`src/rtl/uart_tx_frame.sv`:
```
// UART transmitter: start bit, LSB-first data, optional parity, 1 or 2 stop bits.
// Each bit is held for CLKS_PER_BIT clocks. All outputs are registered from next-state values.
module uart_tx_frame #(
  parameter int DATA_W       = 8,
  parameter int CLKS_PER_BIT = 16,
  parameter int PARITY_EN    = 0,
  parameter int PARITY_ODD   = 0,
  parameter int STOP_BITS    = 1
) (
  input  logic              CLK,
  input  logic              RST_N,
  input  logic              txStart,
  input  logic [DATA_W-1:0] TXData,
  output logic              txOut,
  output logic              CTS,
  output logic              txDone
);
  localparam int BW = $clog2(CLKS_PER_BIT);
  localparam int IW = $clog2(DATA_W + 1);
  localparam logic [BW-1:0] BAUD_MAX  = BW'(CLKS_PER_BIT - 1);
  localparam logic [IW-1:0] DATA_LAST = IW'(DATA_W - 1);
  localparam logic [IW-1:0] STOP_LAST = IW'(STOP_BITS - 1);
  localparam logic          PAR_ODD   = (PARITY_ODD != 0);
  localparam logic          HAS_PAR   = (PARITY_EN != 0);

  typedef enum logic [2:0] {S_IDLE, S_START, S_DATA, S_PARITY, S_STOP} state_t;

  state_t              r_state, w_state_nxt;
  logic [BW-1:0]       r_baud, w_baud_nxt;
  logic [IW-1:0]       r_idx, w_idx_nxt;
  logic [DATA_W-1:0]   r_shift, w_shift_nxt;
  logic                r_par, w_par_nxt;
  logic                r_tx, r_cts, r_done;
  logic                w_tx_nxt, w_done_nxt, w_bit_end;

  always_ff @(posedge CLK or negedge RST_N) begin
    if (!RST_N) begin
      r_state <= S_IDLE;
      r_baud  <= '0;
      r_idx   <= '0;
      r_shift <= '0;
      r_par   <= 1'b0;
      r_tx    <= 1'b1;
      r_cts   <= 1'b1;
      r_done  <= 1'b0;
    end else begin
      r_state <= w_state_nxt;
      r_baud  <= w_baud_nxt;
      r_idx   <= w_idx_nxt;
      r_shift <= w_shift_nxt;
      r_par   <= w_par_nxt;
      r_tx    <= w_tx_nxt;
      r_cts   <= (w_state_nxt == S_IDLE);
      r_done  <= w_done_nxt;
    end
  end

  always_comb begin
    w_state_nxt = r_state;
    w_idx_nxt   = r_idx;
    w_shift_nxt = r_shift;
    w_par_nxt   = r_par;
    w_bit_end   = (r_baud == BAUD_MAX);
    w_baud_nxt  = (r_state == S_IDLE || w_bit_end) ? '0 : r_baud + 1'b1;
    case (r_state)
      S_IDLE: begin
        w_idx_nxt = '0;
        if (txStart && r_cts) begin
          w_shift_nxt = TXData;
          w_par_nxt   = (^TXData) ^ PAR_ODD;
          w_state_nxt = S_START;
        end
      end
      S_START: if (w_bit_end) w_state_nxt = S_DATA;
      S_DATA: if (w_bit_end) begin
        w_shift_nxt = r_shift >> 1;
        if (r_idx == DATA_LAST) begin
          w_idx_nxt   = '0;
          w_state_nxt = HAS_PAR ? S_PARITY : S_STOP;
        end else begin
          w_idx_nxt = r_idx + 1'b1;
        end
      end
      S_PARITY: if (w_bit_end) w_state_nxt = S_STOP;
      S_STOP: if (w_bit_end) begin
        if (r_idx == STOP_LAST) begin
          w_idx_nxt   = '0;
          w_state_nxt = S_IDLE;
        end else begin
          w_idx_nxt = r_idx + 1'b1;
        end
      end
      default: w_state_nxt = S_IDLE;
    endcase

    // Line level for the cycle that follows this edge, so txOut is a plain flop.
    case (w_state_nxt)
      S_START:  w_tx_nxt = 1'b0;
      S_DATA:   w_tx_nxt = w_shift_nxt[0];
      S_PARITY: w_tx_nxt = w_par_nxt;
      default:  w_tx_nxt = 1'b1;
    endcase
    w_done_nxt = (w_state_nxt == S_STOP) && (w_baud_nxt == BAUD_MAX) &&
                 (w_idx_nxt == STOP_LAST);
  end

  assign txOut  = r_tx;
  assign CTS    = r_cts;
  assign txDone = r_done;
endmodule

```
`config.mk`:
```
export PLATFORM = sky130hd
export DESIGN_NAME = uart_tx_frame
export DESIGN_NICKNAME = d
export VERILOG_FILES = /design/src/rtl/uart_tx_frame.sv
export SDC_FILE = /design/constraint.sdc
export NUM_CORES = 1
export LEC_CHECK = 0
export ABC_AREA = 1
export BUFFER_PORTS_ARGS = -buffer_cell sky130_fd_sc_hd__buf_2
export CAP_MARGIN = 5
export CORE_UTILIZATION = 55
export CTS_CLUSTER_SIZE = 28
export DETAILED_ROUTE_END_ITERATION = 7
export GPL_TIMING_DRIVEN = 1
export PLACE_DENSITY = 0.78
export REMOVE_ABC_BUFFERS = 1
export SYNTH_ARGS = -nofsm -noshare
export SYNTH_HDL_FRONTEND = slang
export SYNTH_SLANG_ARGS = --single-unit
```
`constraint.sdc`:
```
create_clock -name CLK -period 2.9 [get_ports CLK]
set_input_delay 0.145 -clock CLK [delete_from_list [all_inputs] [get_ports CLK]]
set_output_delay 0.145 -clock CLK [all_outputs]
set_load 0.02 [all_outputs]
```
==> impl_metrics.ini, run 1 <==
[sta]
tightest_slew_ps = 582
clock_skew_ps = 9.53
setup_viol = 0
hold-worst-slack_ps = 108
final.setup.tns_ps = 0
final_max_slew_viol_count = 0
hold_viol_final = 0
finalWorstPathRequiredPeriod_ps = 1840
max_freq_mhz = 544
max-slew-margin-rel = 0.610
rsz0062_at_grt = no
finalCritPeriodShare = 0.634

[clock_tree]
htreeDepth = 1
cts_root_buf = clkbuf_4
cts_tree = built
cts.sinks = 23
cts.path.max_buffers = 2
clk_latency_ps = 310
clkTransAtPathRegs_ps = 130
numCtsBuffers = 3

[setup_path]
worstSetupStartpoint = r_state[0]
r2r-end = r_shift[4]
path_class = flip-flop to flip-flop
worstRegToRegCells = 6
r2r_start = r_state[0]
end_kind = flip-flop
rrSetupSlack_ps = 1060
crit_required_ps = 3090
critPathLaunchType = flip-flop
path_max_fanout = 11
crit_arrival_ps = 2030

[global_route]
antenna_found_initial = 0
grt_pass1_wl_um = 4760
grt_overflow = 0
grt_use_total = 0.230
grt_max_degree = 24
first_global_vias = 1147

[pwr]
pwr_density_cell_nw_per_um2 = 340
leakage_nw = 0.837
ir_drop_uv = 313
p_total_mw = 0.517

[route]
vias = 1212
drc = 0
antenna_left = 0
wl_per_cell_um = 11.6
vias_per_cell = 5.22
drt_iter0_markers = 41
dr.pass1.iters = 4
routed_wl_um = 2690

[placed_design]
placed_area_um2 = 1490
hpwl_um = 2130
gp_congestion = 0.901
io_buffers = 13

[cells_and_area]
diodes = 0
n_fill_cell = 236
drive_gt1_frac = 0.124
utilization = 0.620
fin_area_um2 = 1520
syn_to_final_growth_pct = 7.23
finish.net_count = 217

[synth]
syn_avg_cell_area_um2 = 7.47
synth_warnings = 0
syn-cell-area_um2 = 1420
ys_ff_latch = 23
syn-instance-count = 190
yosysSeqAreaShare = 0.407
synth_cell_types = 24

[floorplan]
fp.dieH_um = 52.8
initial_core_util = 0.578
die_width_um = 52.8
rows = 18
ios = 14
die_area_um2 = 2790
core_um2 = 2450

[min_path]
hold_end = r_shift[6]
worstHoldPathCells = 3
min_from = TXData[6]
hp-class = input port to flip-flop

[run]
maxCapViolCount = 0

[outcome]
status = finished clean
-- layout make-up --
class,instances,area [um2],area share
clock buffers,4,26.3,0.0173
inverters,23,86.3,0.0567
multi-input cells,138,718,0.472
flip-flops and latches,23,578,0.380
well taps,30,37.5,0.0247
repair buffers,14,75.1,0.0493
-- cells in the final DEF, fill, tap and decap left out, types with 2 or more instances in the layout --
cell type	n
nand2_1	67
inv_1	23
dfrtp_1	21
nor2_1	15
nand3_1	13
buf_2	13
xor2_1	8
xnor2_1	6
a22oi_1	6
nand4_1	4
o21ai_0	3
ha_1	3
clkbuf_4	3
dfstp_2	2
a21oi_1	2
nand3_2	2
nor2_2	2
-- synthesized netlist by cell type --
library cell	n	area, um2
a21boi_0	1	7.51
a21oi_1	2	10.0
a22oi_1	6	45.0
buf_2	5	25.0
buf_6	1	11.3
dfrtp_1	21	526
dfstp_2	2	52.6
ha_1	3	37.5
inv_1	23	86.3
nand2_1	67	251
nand3_1	13	65.1
nand3_2	2	20.0
nand4_1	4	25.0
nor2_1	15	56.3
nor2_2	2	12.5
nor2_4	1	11.3
nor3_1	1	5.00
o21ai_0	3	15.0
o21ai_1	1	5.00
o21ai_4	1	16.3
o22ai_1	1	6.26
or2_2	1	6.26
xnor2_1	6	52.6
xor2_1	8	70.1
-- critical path, cell delays in order (launching register included) --
cell and delay (ps):
dfrtp_1 440, nor2_1 190, nand2_1 180, nor2_1 490
nor2_1 240, nand2_1 120, nand2_1 60
-- registers in the layout (all words and copies together), names as in the netlist --
name and cells:
r_state 3, CTS 1, r_idx 4, txDone 1
txOut 1, r_shift 8, r_par 1, r_baud 4
-- where the power goes --
| part | internal, mW | switching [mW] | total, mW |
|---|---|---|---|
| clock | 0.0536 | 0.0944 | 0.148 |
| sequential | 0.321 | 0 | 0.321 |
| combinational | 0.0196 | 0.0286 | 0.0482 |
-- worst max path at each step --
stage | endpoint | slack [ps] | cells after the start
floorplan | txDone | 1380 | 8
global placement | txDone | 1160 | 7
global route | r_shift[5] | 900 | 6
finish | r_shift[4] | 1060 | 6
detailed placement | r_shift[5] | 1120 | 6
CTS | r_shift[4] | 1090 | 6
-- cell families (layout without fill, tap and decap cells) --
| family | after synthesis | count (layout) | synth area share |
|---|---|---|---|
| adder cells (fa/ha/maj) | 3 | 3 | 0.0265 |
| buffers and inverters | 29 | 41 | 0.0864 |
| AND/OR/NAND/NOR | 106 | 106 | 0.319 |
| AO/OA/AOI/OAI | 15 | 15 | 0.0741 |
| XOR/XNOR | 14 | 14 | 0.0864 |
| flip-flops | 23 | 23 | 0.407 |
-- metal layers --
layer	vias to the layer above	track usage	wire (um)
met1	561	0.305	1250
met3	0	0.0377	126
li1	618	-	-
met2	33	0.384	1310
met5	-	0	0
met4	0	0.0614	0
-- stage by stage --
step	std cells	worst slack, ps
floorplan	184	1380
global placement	227	1160
detailed placement	227	1120
CTS	232	1090
global route	232	900
finish	232	1060
-- timing repair --
item                      in CTS  in global routing
resized for setup              0                  0
hold endpoints to repair      21                  0
hold buffers                   1                  0
buffers inserted               0                  0
Power figures use the tool's default switching activity.
==> run 2: changes to the inputs <==
Clock period 2.9 ns to 1.8 ns, I/O delays scaled along.
==> run 2 against run 1 <==
Worst setup slack lost 840 ps. Global-route usage is essentially flat. Clock skew grew 3.3 ps. Hold slack lost 66 ps. Register-to-register slack lost 840 ps. Clock-buffer cell count is the same. Combinational power grew 62%. Final area grew 2.0%. Sequential power grew 61%. Highest routed layer is now met4.
==> impl_metrics.ini, run 2 (same netlist as run 1, synthesis figures left out) <==
[setup_path]
r2r_start = r_baud[0]
path_max_fanout = 12
rrSetupSlack_ps = 220
r2r-end = txDone
path_class = flip-flop to flip-flop
worstRegToRegCells = 8
critPathLaunchType = flip-flop
crit_arrival_ps = 1840
end_kind = flip-flop
crit_required_ps = 2060

[sta]
max_freq_mhz = 633
max-slew-margin-rel = 0.668
clock_skew_ps = 12.8
tightest_slew_ps = 497
final_max_slew_viol_count = 0
hold_viol_final = 0
setup_viol = 0
finalCritPeriodShare = 0.877
rsz0062_at_grt = no
final.setup.tns_ps = 0
finalWorstPathRequiredPeriod_ps = 1580

[floorplan]
ios = 14
die_width_um = 52.8
initial_core_util = 0.578
core_um2 = 2450
fp.dieH_um = 52.8
die_area_um2 = 2790
rows = 18

[clock_tree]
cts_tree = built
clk_latency_ps = 320
cts.sinks = 23
clkTransAtPathRegs_ps = 130
cts.path.max_buffers = 2
htreeDepth = 1
cts_root_buf = clkbuf_4
numCtsBuffers = 3

[global_route]
grt_overflow = 0
grt_pass1_wl_um = 4620
grt_max_degree = 24
first_global_vias = 1128
grt_use_total = 0.230
antenna_found_initial = 0

[route]
vias_per_cell = 5.22
dr.pass1.iters = 4
drc = 0
drt_iter0_markers = 45
vias = 1227
antenna_left = 0
wl_per_cell_um = 11.9
routed_wl_um = 2790

[min_path]
min_from = TXData[6]
worstHoldPathCells = 3
hp-class = input port to flip-flop
hold_end = r_shift[6]

[pwr]
pwr_density_cell_nw_per_um2 = 537
ir_drop_uv = 475
p_total_mw = 0.834
leakage_nw = 0.853

[cells_and_area]
diodes = 0
regMostFlops = r_shift
largest_reg_flops = 8
largestRegisters = r_shift: 8 flops, r_baud: 4 flops, r_idx: 4 flops
finish.net_count = 220
final_common_cell = nand2_1
drive_gt1_frac = 0.141
syn_to_final_growth_pct = 9.35
final_cell_mix = nand2_1, inv_1, dfrtp_1

[outcome]
status = finished clean

[placed_design]
gp_congestion = 0.888
io_buffers = 13
hpwl_um = 2160

[run]
maxCapViolCount = 0
## run 2: per-layer routing
metal / vias to the layer above / part of all wire / track usage
met5: - / 0 / 0
met4: 0 / 0.0043 / 0.0526
met3: 3 / 0.056 / 0.0667
met2: 38 / 0.48 / 0.363
met1: 563 / 0.46 / 0.308
li1: 623 / - / -
## run 2: critical path: stages (launching register included)
cell and delay (ps):
dfrtp_1 420, ha_1 270, nand3_4 200, inv_2 110, nand2_1 120, nand3_2 100
nor2_2 110, nand4_1 100, nor2_1 110
## run 2: stage by stage
step / instances / instance area [um2] / hold slack [ps] / utilization / worst slack, ps
2_1_floorplan: 184 / 1380 / -206 / - / 283
3_5_place_dp: 228 / 1490 / 82.3 / 0.608 / 82.5
4_1_cts: 233 / 1530 / 24.5 / 0.623 / 72.2
3_3_place_gp: 228 / 1490 / 79.1 / 0.608 / 189
5_1_grt: 235 / 1550 / 44.0 / 0.632 / 38.3
6_report: 235 / 1550 / 41.8 / 0.632 / 221
## run 2: worst max path at each step
stage,cells after the start,end,from
4_1_cts,7,txDone,r_baud[0]
6_report,8,txDone,r_baud[0]
3_5_place_dp,7,txDone,r_baud[0]
2_1_floorplan,8,txDone,r_baud[0]
5_1_grt,9,txDone,r_baud[0]
3_3_place_gp,8,txDone,r_baud[0]
## run 2: cell type report
| type | count | area, um2 |
|---|---|---|
| tap | 30 | 37.5 |
| multi-input combinational | 138 | 726 |
| timing repair buffer | 17 | 97.6 |
| fill | 208 | 903 |
| inverter | 23 | 86.3 |
| clock buffer | 4 | 26.3 |
| sequential | 23 | 578 |
## run 2: what timing repair did
action,4_1_cts,5_1_grt
resized for setup,0,2
endpoints found under the hold margin,21,0
setup buffers,0,2
hold buffers,1,0
setup endpoints to repair,0,3
## run 2: power breakdown
group          switching [mW]  internal (mW)
registers                   0          0.517
clock network           0.152         0.0867
logic                  0.0463         0.0316
